<file path="src/rtl/calc_pkg.sv">
// rtl/calc_pkg.sv - shared codes and FSM encoding for the calculator execution stage
package calc_pkg;

  localparam logic [3:0] DT_UNSIGNED = 4'd0;
  localparam logic [3:0] DT_SIGNED   = 4'd1;

  localparam logic [4:0] OP_ADD = 5'd1;
  localparam logic [4:0] OP_SUB = 5'd2;
  localparam logic [4:0] OP_MUL = 5'd3;
  localparam logic [4:0] OP_DIV = 5'd4;

  typedef enum logic [1:0] {
    IDLE,
    ITER,
    FIN
  } calc_state_t;

  function automatic logic cmd_invalid(input logic [3:0] dt, input logic [4:0] op);
    return (dt > DT_SIGNED) || (op < OP_ADD) || (op > OP_DIV);
  endfunction

endpackage

</file>
<file path="src/rtl/calc_seq_muldiv.sv">
// rtl/calc_seq_muldiv.sv - W-iteration shift-add multiplier / restoring divider on unsigned magnitudes
module calc_seq_muldiv #(
  parameter int W = 16
) (
  input  logic           clk,
  input  logic           rst,
  input  logic           start,
  input  logic           is_div,
  input  logic [W-1:0]   a,
  input  logic [W-1:0]   b,
  output logic           done,
  output logic [2*W-1:0] acc_next
);

  localparam int CW = $clog2(W);

  // MUL: acc = {partial product, remaining multiplier}; DIV: acc = {remainder, quotient/dividend}
  logic [2*W-1:0] acc;
  logic [W-1:0]   opb;
  logic           div_mode;
  logic           running;
  logic [CW-1:0]  cnt;
  logic [W:0]     add_sum;
  logic [W:0]     trial;
  logic [W:0]     diff;

  // acc_next is the value after the current step, so the caller can take the final
  // step's result on the same edge that done is seen
  always_comb begin
    add_sum = {1'b0, acc[2*W-1:W]} + (acc[0] ? {1'b0, opb} : {(W+1){1'b0}});
    trial   = acc[2*W-1:W-1];
    diff    = trial - {1'b0, opb};
    if (div_mode) begin
      if (!diff[W]) acc_next = {diff[W-1:0], acc[W-2:0], 1'b1};
      else          acc_next = {trial[W-1:0], acc[W-2:0], 1'b0};
    end else begin
      acc_next = {add_sum, acc[W-1:1]};
    end
  end

  assign done = running && (cnt == CW'(W-1));

  always_ff @(posedge clk) begin
    if (rst) begin
      acc      <= '0;
      opb      <= '0;
      div_mode <= 1'b0;
      running  <= 1'b0;
      cnt      <= '0;
    end else if (start) begin
      acc      <= {{W{1'b0}}, a};
      opb      <= b;
      div_mode <= is_div;
      running  <= 1'b1;
      cnt      <= '0;
    end else if (running) begin
      acc <= acc_next;
      cnt <= cnt + 1'b1;
      if (done) running <= 1'b0;
    end
  end

endmodule

</file>
<file path="src/rtl/calc_exec.sv">
// rtl/calc_exec.sv - calculator execution stage: single-cycle add/sub, sequential signed/unsigned mul/div
module calc_exec
  import calc_pkg::*;
#(
  parameter int W = 16
) (
  input  logic           clk,
  input  logic           rst,
  input  logic           parser_done,
  input  logic [3:0]     dtype,
  input  logic [4:0]     operator,
  input  logic [W-1:0]   src1,
  input  logic [W-1:0]   src2,
  output logic [2*W-1:0] result,
  output logic [W-1:0]   rem,
  output logic           calc_done,
  output logic           calc_err,
  output logic           busy
);

  calc_state_t    state;
  logic           start_ok;
  logic           is_signed;
  logic           is_muldiv;
  logic           bad;
  logic           neg1;
  logic           neg2;
  logic [W-1:0]   mag1;
  logic [W-1:0]   mag2;
  logic [2*W-1:0] ext1;
  logic [2*W-1:0] ext2;
  logic [2*W-1:0] addsub;
  logic           mdu_start;
  logic           mdu_done;
  logic [2*W-1:0] mdu_acc;
  logic           div_r;
  logic           neg_res_r;
  logic           neg_rem_r;
  logic [2*W-1:0] res_mag;
  logic [2*W-1:0] res_final;
  logic [W-1:0]   rem_mag;
  logic [W-1:0]   rem_final;

  always_comb begin
    start_ok  = parser_done && !busy;
    is_signed = (dtype == DT_SIGNED);
    is_muldiv = (operator == OP_MUL) || (operator == OP_DIV);
    bad       = cmd_invalid(dtype, operator) || ((operator == OP_DIV) && (src2 == '0));
    ext1      = is_signed ? {{W{src1[W-1]}}, src1} : {{W{1'b0}}, src1};
    ext2      = is_signed ? {{W{src2[W-1]}}, src2} : {{W{1'b0}}, src2};
    addsub    = (operator == OP_ADD) ? ext1 + ext2 : ext1 - ext2;
    neg1      = is_signed && src1[W-1];
    neg2      = is_signed && src2[W-1];
    // -2^(W-1) maps to magnitude 2^(W-1), which still fits unsigned in W bits
    mag1      = neg1 ? (~src1 + 1'b1) : src1;
    mag2      = neg2 ? (~src2 + 1'b1) : src2;
    mdu_start = start_ok && !bad && is_muldiv;
  end

  calc_seq_muldiv #(.W(W)) u_muldiv (
    .clk      (clk),
    .rst      (rst),
    .start    (mdu_start),
    .is_div   (operator == OP_DIV),
    .a        (mag1),
    .b        (mag2),
    .done     (mdu_done),
    .acc_next (mdu_acc)
  );

  // quotient is negated at 2W width so that -2^(W-1) / -1 stays positive
  always_comb begin
    rem_mag   = mdu_acc[2*W-1:W];
    res_mag   = div_r ? {{W{1'b0}}, mdu_acc[W-1:0]} : mdu_acc;
    res_final = neg_res_r ? (~res_mag + 1'b1) : res_mag;
    rem_final = div_r ? (neg_rem_r ? (~rem_mag + 1'b1) : rem_mag) : '0;
  end

  always_ff @(posedge clk) begin
    if (rst) begin
      state     <= IDLE;
      result    <= '0;
      rem       <= '0;
      calc_done <= 1'b0;
      calc_err  <= 1'b0;
      busy      <= 1'b0;
      div_r     <= 1'b0;
      neg_res_r <= 1'b0;
      neg_rem_r <= 1'b0;
    end else begin
      calc_done <= 1'b0;
      case (state)
        ITER: begin
          if (mdu_done) begin
            result    <= res_final;
            rem       <= rem_final;
            calc_err  <= 1'b0;
            calc_done <= 1'b1;
            busy      <= 1'b0;
            state     <= FIN;
          end
        end
        default: begin
          // FIN accepts a new start exactly like IDLE
          state <= IDLE;
          if (start_ok) begin
            if (bad) begin
              result    <= '0;
              rem       <= '0;
              calc_err  <= 1'b1;
              calc_done <= 1'b1;
            end else if (!is_muldiv) begin
              result    <= addsub;
              rem       <= '0;
              calc_err  <= 1'b0;
              calc_done <= 1'b1;
            end else begin
              div_r     <= (operator == OP_DIV);
              neg_res_r <= neg1 ^ neg2;
              neg_rem_r <= neg1;
              busy      <= 1'b1;
              state     <= ITER;
            end
          end
        end
      endcase
    end
  end

endmodule
</file>
<file path="config.mk">
export PLATFORM = sky130hd
export DESIGN_NAME = calc_exec
export DESIGN_NICKNAME = d
export VERILOG_FILES = /design/src/rtl/calc_pkg.sv /design/src/rtl/calc_seq_muldiv.sv /design/src/rtl/calc_exec.sv
export SDC_FILE = /design/constraint.sdc
export NUM_CORES = 1
export LEC_CHECK = 0
export CORE_MARGIN = 2
export CORE_UTILIZATION = 55
export CTS_BUF_LIST = sky130_fd_sc_hd__clkbuf_4
export DETAILED_ROUTE_END_ITERATION = 10
export GPL_TIMING_DRIVEN = 0
export PLACE_DENSITY = 0.82
export SLEW_MARGIN = 10
export SYNTH_ARGS = -nofsm -noshare
export SYNTH_HDL_FRONTEND = slang
export SYNTH_SLANG_ARGS = --single-unit
</file>
<file path="constraint.sdc">
create_clock -name clk -period 13.95 [get_ports clk]
set_input_delay 2.79 -clock clk [delete_from_list [all_inputs] [get_ports clk]]
set_output_delay 2.79 -clock clk [all_outputs]
set_load 0.01 [all_outputs]
</file>
**Word-level counts from Yosys, hierarchy flattened**

Index checks and enable logic that the tools add are counted.

- Flip-flop bits (word level): 110
- Logic and storage cells: 110

- Bitwise operators: 7
- Order comparisons: 3
- Add/sub/neg operators: 9
- Reduce and logical (&&, ||, !) cells: 21
- Multiplexer cells: 46
- Eq/ne operators: 9

Operators by type and width:

| cell | number |
|---|---|
| $mux W32 | 12 |
| $mux W16 | 12 |
| $add A16 B1 Y16 const B | 3 |
| $not A16 Y16 | 3 |
| $add A32 B1 Y32 const B | 1 |
| $add A32 B32 Y32 | 1 |
| $not A32 Y32 | 1 |
| $sub A32 B32 Y32 | 1 |
| $mux W1 | 20 |
| $add A16 B16 Y17 | 1 |
| $sub A17 B16 Y17 | 1 |
| $logic_not A16 Y1 | 1 |
| $reduce_and A4 Y1 | 2 |
| $logic_and A1 B1 Y1 | 7 |
| $reduce_bool A2 Y1 | 3 |
| $eq A5 B1 Y1 const B | 1 |
| $eq A5 B2 Y1 const B | 1 |
| $eq A5 B3 Y1 const B | 1 |
| $gt A5 B3 Y1 const B | 1 |
| $lt A5 B1 Y1 const B | 1 |
| $add A4 B1 Y4 const B | 1 |
| $eq A4 B1 Y1 const B | 1 |
| $eq A4 B4 Y1 const B | 1 |
| $gt A4 B1 Y1 const B | 1 |
| 11 further kinds | 17 |

**Longest topological paths before layout**

Gate-level depths: netlist (run 1).

- Word-level depth: 9
- Depth in mapped cells: 23
- Mapped depth without buffers: 20

**Cells and area by module**

A second synthesis (run 1) with hierarchy kept.

- Cells, all modules: 1402
- Area total of the unflattened synthesis: 10483.8 µm²

By module, submodules not included:

| module | instances | cells an instance | area an instance (µm²) |
|---|---|---|---|
| calc_exec | 1 | 860 | 6214.7 |
| calc_seq_muldiv | 1 | 542 | 4269.1 |

**Worst setup path after synthesis (run 1)**

Ideal clock, no wire load.

- Path kind: input to register
- Start: in src2[0]
- End: reg result[26]
- Stages on the path: 17
- Buffers on the path: 0
- Arrival time: 6558 ps
- Data required time: 13834 ps
- Setup time: 116 ps
- Setup slack: 7276 ps
- Cell sequence: nor3_1 nand2_1 or3_1 or4_1 nand2_1 o21ai_0 ha_1 a21o_1 a21o_1 a211oi_1 o21ai_0 o2bb2ai_1 a31o_2 or3_1 a31o_2 o2bb2ai_1 a41o_1

- Cells in the longest elaborated chain, start to end: 7

RTL lines:

| item | line | RTL |
|---|---|---|
| start, declared | calc_exec.sv:13 | `input logic [W-1:0] src2,` |
| $mux W32 | calc_exec.sv:50 | `ext2 = is_signed ? {{W{src2[W-1]}}, src2} : {{W{1'b0}}, src2};` |
| $sub A32 B32 Y32 or $add A32 B32 Y32 (tied branches) | calc_exec.sv:51 | `addsub = (operator == OP_ADD) ? ext1 + ext2 : ext1 - ext2;` |
| $mux W32 | calc_exec.sv:51 |  |
| $mux W32 | calc_exec.sv:112 | `end else if (!is_muldiv) begin` |
| $mux W32 | calc_exec.sv:107 | `if (bad) begin` |
| $mux W32 | calc_exec.sv:106 | `if (start_ok) begin` |
| $mux W32 | calc_exec.sv:92 | `case (state)` |
| end signal, assigned | calc_exec.sv:95 | `result <= res_final;` |
| end signal, assigned | calc_exec.sv:113 | `result <= addsub;` |
| end, declared | calc_exec.sv:14 | `output logic [2*W-1:0] result,` |

Parallel ways exist; a longest one is shown, timed or not. The select of a mux whose other input is x is not followed.
A chain may end at the register's enable or synchronous reset.

**Final worst setup path (run 1)**

- Start: in dtype[2]
- End: reg result[30]

- Cells in the longest elaborated chain, start to end: 8

RTL lines:

| item | line | RTL |
|---|---|---|
| start, declared | calc_exec.sv:10 | `input logic [3:0] dtype,` |
| $eq A4 B1 Y1 | calc_exec.sv:46 | `is_signed = (dtype == DT_SIGNED);` |
| $mux W32 (on tied branches) | calc_exec.sv:49, calc_exec.sv:50 |  |
| $sub A32 B32 Y32 or $add A32 B32 Y32 (tied branches) | calc_exec.sv:51 |  |
| $mux W32 | calc_exec.sv:51 |  |
| $mux W32 | calc_exec.sv:112 |  |
| $mux W32 | calc_exec.sv:107 |  |
| $mux W32 | calc_exec.sv:106 |  |
| $mux W32 | calc_exec.sv:92 |  |

Parallel ways exist; a longest one is shown, timed or not. The select of a mux whose other input is x is not followed.

==> results of run 1 <==
## tightest hold or removal path, cell delays in order (launching register included)
cell     delay (ps)
dfxtp_1         350
nand2_1          50
o21ai_1          50
## stage by stage
stage	std cells	worst slack (ps)	area, µm²	hold slack (ps)
detailed placement	1749	5730	11700	438
global placement	1749	5810	11700	432
floorplan	1422	7280	10500	455
global route	1765	5780	11900	489
CTS	1765	6310	11900	460
finish	1765	6100	11900	457
## sequential cells by signal, summed over array words and instances (netlist names)
signal	cells
busy	1
u_muldiv.cnt	4
neg_rem_r	1
u_muldiv.running	1
calc_done	1
u_muldiv.opb	16
neg_res_r	1
state	2
rem	16
calc_err	1
div_r	1
result	32
u_muldiv.div_mode	1
u_muldiv.acc	32
## area by class of cell
class / count / share of cell area (%)
Inverter: 55 / 1.74
Sequential cell: 110 / 18.5
Clock inverter: 7 / 0.915
Timing Repair Buffer: 93 / 7.82
Clock buffer: 9 / 0.568
Tap cell: 234 / 2.46
Multi-Input combinational cell: 1178 / 65.3
Buffer: 79 / 2.72
## report_power, final
group          total [mW]  internal [mW]  switching, mW  leakage (nW)
clock network       0.198         0.0766          0.121        0.0950
logic               0.170         0.0689          0.101          3.69
registers           0.323          0.319        0.00324         0.891
## metal layers
metal	track usage, %	vias to the layer above	part of all wire (%)
li1	-	5417	-
met1	46.5	5251	41
met2	55.4	643	45
met3	5.35	118	9.9
met4	15.4	0	4.6
met5	0	-	0
## cells in the mapped netlist, types with 15 or more instances
cell type and count:
and2_1 22, nor3_1 54, nor2b_1 15, nand3_1 36, a31oi_1 15, a221oi_1 15, nand2_1 99, o21ai_0 86
o21a_1 21, nor2_1 199, clkbuf_1 63, xor2_1 47, inv_1 55, a211oi_1 53, mux2i_1 30, a21oi_1 94
xnor2_1 67, o31ai_1 26, a21o_1 24, dfxtp_1 110, ha_1 69
## how the worst max path moves through the flow
| stage | startpoint | endpoint | slack [ps] |
|---|---|---|---|
| floorplan | src2[0] | result[26]$_SDFFE_PP0P_ | 7280 |
| global placement | dtype[2] | result[31]$_SDFFE_PP0P_ | 5810 |
| detailed placement | dtype[2] | result[31]$_SDFFE_PP0P_ | 5730 |
| CTS | dtype[2] | result[31]$_SDFFE_PP0P_ | 6310 |
| global route | dtype[3] | result[31]$_SDFFE_PP0P_ | 5780 |
| finish | dtype[2] | result[30]$_SDFFE_PP0P_ | 6100 |
## cells in the final DEF, fill, tap and decap left out, drive strengths merged, types with 8 or more instances in the layout
master / n
a211oi: 53
a21o: 24
a21oi: 96
a221oi: 16
a311oi: 8
a31oi: 16
and2: 22
and3: 13
buf: 16
clkbuf: 72
clkdlybuf4s50: 93
dfxtp: 110
ha: 69
inv: 59
mux2i: 30
nand2: 102
nand2b: 10
nand3: 37
nand4: 14
nor2: 199
nor2b: 15
nor3: 56
nor4: 9
o211ai: 13
o21a: 21
o21ai: 92
o31ai: 26
or3: 10
or4: 10
xnor2: 67
xor2: 47
## kinds of logic after synthesis
logic type,count (synthesis)
fa+ha+maj,72
simple gates,517
buf+inv,134
flops,110
xor+xnor,114
compound gates,443
mux,32
==> qor.yml, run 1 <==
path_max_fanout: 25
gp_congestion: 1.04
viasPerCell: 6.48
synth_mux_area_share_pct: 3.07
synth-seq-cells: 110
synth_edf_count: 0
p_leak_nw: 4.68
p_per_area_nw_per_um2: 58.0
ant_nets: 0
finalNetCount: 1642
track_usage_pct: 34.7
cp.arrival_ps: 8270
slew_violations: 0
period_share_pct: 56.2
worstMarginPinSlew_ps: 1260
path_cells: "clkdlybuf4s50_1, nor3_1, nand3_1, inv_1, clkbuf_1, ha_1, a21o_1, a21o_1, a211oi_1, o21ai_0, o2bb2ai_1, a31o_2, o21ai_0, a31oi_1, xor2_1, a22oi_1, o21ai_1"
cts_sinks: 110
die_area_um2: 20200
synth_top_family_by_area: "compound AO/OA/AOI/OAI gates"
drt_wl_total_um: 35500
synthSimpleGateAreaFrac_pct: 23.5
wl_per_cell_um: 20.1
clockRootBuffer: "clkbuf_4"
cts_tree: "yes"
place_hpwl_um: 28100
async_flop_share_pct: 0
syn_area_per_cell_um2: 7.38
rsz0062_at_grt: "false"
grt_pass1_vias: 10252
cp_slowest_cell: "clkbuf_1"
cts_made_buffers: 9
hold_class: "flip-flop to flip-flop"
period_needed_ps: 7850
whs_endpoint: "rem[13]$_SDFFE_PP0P_"
crit_path_start_kind: "primary input"
io_buffers: 93
slew_headroom_pct: 15.9
setup_viol: 0
tns_ps: 0
holdPathStages: 2
die_h_um: 142
cp_num_buf_inv: 3
ir_drop_v: 0.0000421
worstSetupEndpointType: "flip-flop"
clk_latency_ps: 530
grt_pass1_wl_um: 55500
final_layout_size_suffix_gt1_share_pct: 3.72
max_cap_viol_count: 0
cts_buffer_depth: 2
syn_inst: 1422
yosysTopAreaCell: "dfxtp_1"
drc: 0
synth_cell_types: 87
synth-xor-area-share_pct: 9.51
multiInputGateArea_um2: 7770
fp-row-count: 50
critPathKind: "primary input to flip-flop"
fin_skew_ps: 39.6
postCtsSetupBuffers: 0
antenna-diode-count: 0
crit_cells: 17
max_freq_ghz: 0.127
seq_area_um2: 2200
required_ps: 14380
synth.top_cell.area_share_pct: 21.0
cp_top_family: "compound AO/OA/AOI/OAI gates"
worstHoldStart: "rem[13]$_SDFFE_PP0P_"
r2r_end: "result[22]$_SDFFE_PP0P_"
vias: 11429
grt_max_degree: 26
yosys_warnings: 0
synth-compound-area-share_pct: 29.1
die_w_um: 142
hold_violations: 0
antenna_found_initial: 0
ctsHoldBuffers: 0
postSynthNetCount: 1538
htree_levels: 3
first_pass_iters: 6
rr_startpoint: "u_muldiv.acc[17]$_SDFFE_PP0P_"
pin_count: 95
power.total_mw: 0.690
finalCoreUtilization_pct: 63.6
critPathMaxStageDelay_ps: 960
core_area_um2: 18700
synthTopCellsByArea: "dfxtp_1, ha_1, nor2_1"
rrSetupSlack_ps: 7720
grt.overflow.total: 0
synth_fa_ha_area_share_pct: 8.80
syn-cell-area_um2: 10500
drt_iter0_drc: 1214
cts-resized-gates: 0
status: "completed"
fillers: 1723
initial_core_util_pct: 56.1
ys.flop_type: "dfxtp_1"
reg2reg_depth: 21
synth-seq-area-share_pct: 21.0
clkTransAtPathRegs_ps: 190
areaGrowthSynthToFinish_pct: 13.3
(Power assumes the default switching activity.)
==> run 2: changes to the inputs <==
PLACE_DENSITY = 0.85   (was 0.82)
clock period = 6.7 ns   (was 13.95 ns; I/O delays follow)
==> run 2 against run 1 <==
Net effect:
- clock skew down 12 ps
- highest routed layer unchanged
- clock-buffer cell count unchanged
- via count up 0.28%
- global-route usage up 0.065 points
==> qor.yml, run 2 (synthesis results as in run 1) <==
status: "completed"
met1_length_um: 14800
grt_pass1_vias: 10509
worstSetupEndpointType: "flip-flop"
drc: 0
cp.arrival_ps: 6690
antenna-diode-count: 0
fin_skew_ps: 28.0
die_area_um2: 20200
period_share_pct: 93.1
required_ps: 7150
slew_headroom_pct: 18.0
place_hpwl_um: 28400
largestRegisters: "result x32, u_muldiv.acc x32"
grt.overflow.total: 0
cts_made_buffers: 9
io_buffers: 93
rsz0062_at_grt: "false"
initial_core_util_pct: 56.1
die_h_um: 142
track_usage_pct: 34.8
p_per_area_nw_per_um2: 114
hold_ws_ps: 471
finalNetCount: 1642
fillers: 1735
viasPerCell: 6.49
ant_nets: 0
clockRootBuffer: "clkbuf_4"
setup_viol: 0
p_leak_nw: 4.65
clk_latency_ps: 530
pin_count: 95
slew_violations: 0
ir_drop_v: 0.0000795
hold_violations: 0
max_freq_ghz: 0.160
die_w_um: 142
postCtsSetupBuffers: 0
htree_levels: 3
worstMarginPinSlew_ps: 1210
layout_commonest_cell: "nor2_1"
wl_per_cell_um: 20.1
rr_startpoint: "u_muldiv.opb[13]$_SDFFE_PP0P_"
cts_tree: "yes"
r2r_end: "result[22]$_SDFFE_PP0P_"
period_needed_ps: 6240
vias: 11461
grt_pass1_wl_um: 55600
ctsHoldBuffers: 0
critPathKind: "flip-flop to flip-flop"
areaGrowthSynthToFinish_pct: 12.8
worstHoldStart: "calc_err$_SDFFE_PP0P_"
gp_congestion: 1.02
hold_class: "flip-flop to flip-flop"
reg2reg_depth: 23
path_max_fanout: 10
final_cell_mix: "nor2_1, dfxtp_1, nand2_1"
drt_iter0_drc: 1462
whs_endpoint: "calc_err$_SDFFE_PP0P_"
clkTransAtPathRegs_ps: 180
wl_met2_um: 15700
holdPathStages: 2
cts-resized-gates: 0
grt_max_degree: 26
fp-row-count: 50
cts_sinks: 110
core_area_um2: 18700
cts_buffer_depth: 2
max_cap_viol_count: 0
first_pass_iters: 8
wl_met3_um: 2880
final_layout_size_suffix_gt1_share_pct: 3.72
drt_wl_total_um: 35400
antenna_found_initial: 0
crit_path_start_kind: "flip-flop"
rrSetupSlack_ps: 460
highest_layer: "met4"
tns_ps: 0
## run 2: cell count changes in the layout (fill, tap and decap cells not counted)
cell        delta
inv_6          -1
bufinv_16      -2
clkinvlp_4     +2
clkinv_1       +1
clkbuf_1       -1
clkinv_2       +1
clkinv_4       -1
clkbuf_2       +1
## run 2: worst max-delay path, cell delays in order (launching register included)
cell and delay, ps:
dfxtp_1 460, inv_1 70, ha_1 280, buf_2 180
a211o_1 320, a21oi_2 250, o21ai_1 240, or3_1 370
buf_6 160, nand2_4 100, buf_6 160, nor2_1 50
a21oi_1 370, ha_1 250, nand2_1 110, or3_1 410
o21ai_1 500, nor4b_1 480, a22oi_1 180, clkbuf_1 280
a21oi_1 210, mux2i_1 450, a211oi_1 110, nor3_1 200
## run 2: power by group
group	total, mW	internal [mW]	switching (mW)
combinational	0.352	0.144	0.208
sequential	0.672	0.665	0.00689
clock	0.327	0.0807	0.247
total	1.35	0.889	0.462
## run 2: routing by layer
layer / up-vias / track usage [%]
met5: - / 0
met4: 0 / 18.5
met3: 140 / 5.05
met2: 607 / 55.3
met1: 5298 / 45.7
li1: 5416 / -
## run 2: cell type report
cell class / instances / area, µm² / area share (%)
tap: 234 / 293 / 2.47
clock buffer: 9 / 67.6 / 0.570
buffer: 79 / 325 / 2.75
clock inverter: 7 / 55.1 / 0.465
timing repair buffer: 93 / 931 / 7.86
inverter: 55 / 206 / 1.74
multi-input combinational: 1178 / 7770 / 65.6
sequential: 110 / 2200 / 18.6
## run 2: how the worst max path moves through the flow
stage                                              from                       to  slack [ps]
after floorplan                                 src2[0]  result[26]$_SDFFE_PP0P_        1480
after global placement                         dtype[2]  result[31]$_SDFFE_PP0P_          50
after detailed placement                       dtype[2]  result[31]$_SDFFE_PP0P_          30
after CTS                                      dtype[2]  result[31]$_SDFFE_PP0P_         580
after global routing      u_muldiv.opb[13]$_SDFFE_PP0P_  result[22]$_SDFFE_PP0P_         230
final                     u_muldiv.opb[13]$_SDFFE_PP0P_  result[22]$_SDFFE_PP0P_         460
## run 2: stage by stage
| step | instance area, µm² | std cells | util [%] | power (mW) | setup slack, ps |
|---|---|---|---|---|---|
| 2_1_floorplan | 10500 | 1422 | - | 0.897 | 1480 |
| 3_3_place_gp | 11700 | 1749 | 62.7 | 1.02 | 49.9 |
| 3_5_place_dp | 11700 | 1749 | 62.7 | 1.03 | 28.6 |
| 4_1_cts | 11800 | 1765 | 63.3 | 1.34 | 578 |
| 5_1_grt | 11800 | 1765 | 63.3 | 1.41 | 231 |
| 6_report | 11800 | 1765 | 63.3 | 1.35 | 461 |
==> run 3: changes to the inputs <==
SETUP_SLACK_MARGIN = 0.15   (was not set)
==> results of run 3 <==
Same layout as run 2: the final DEF is identical, and so are final timing and power.
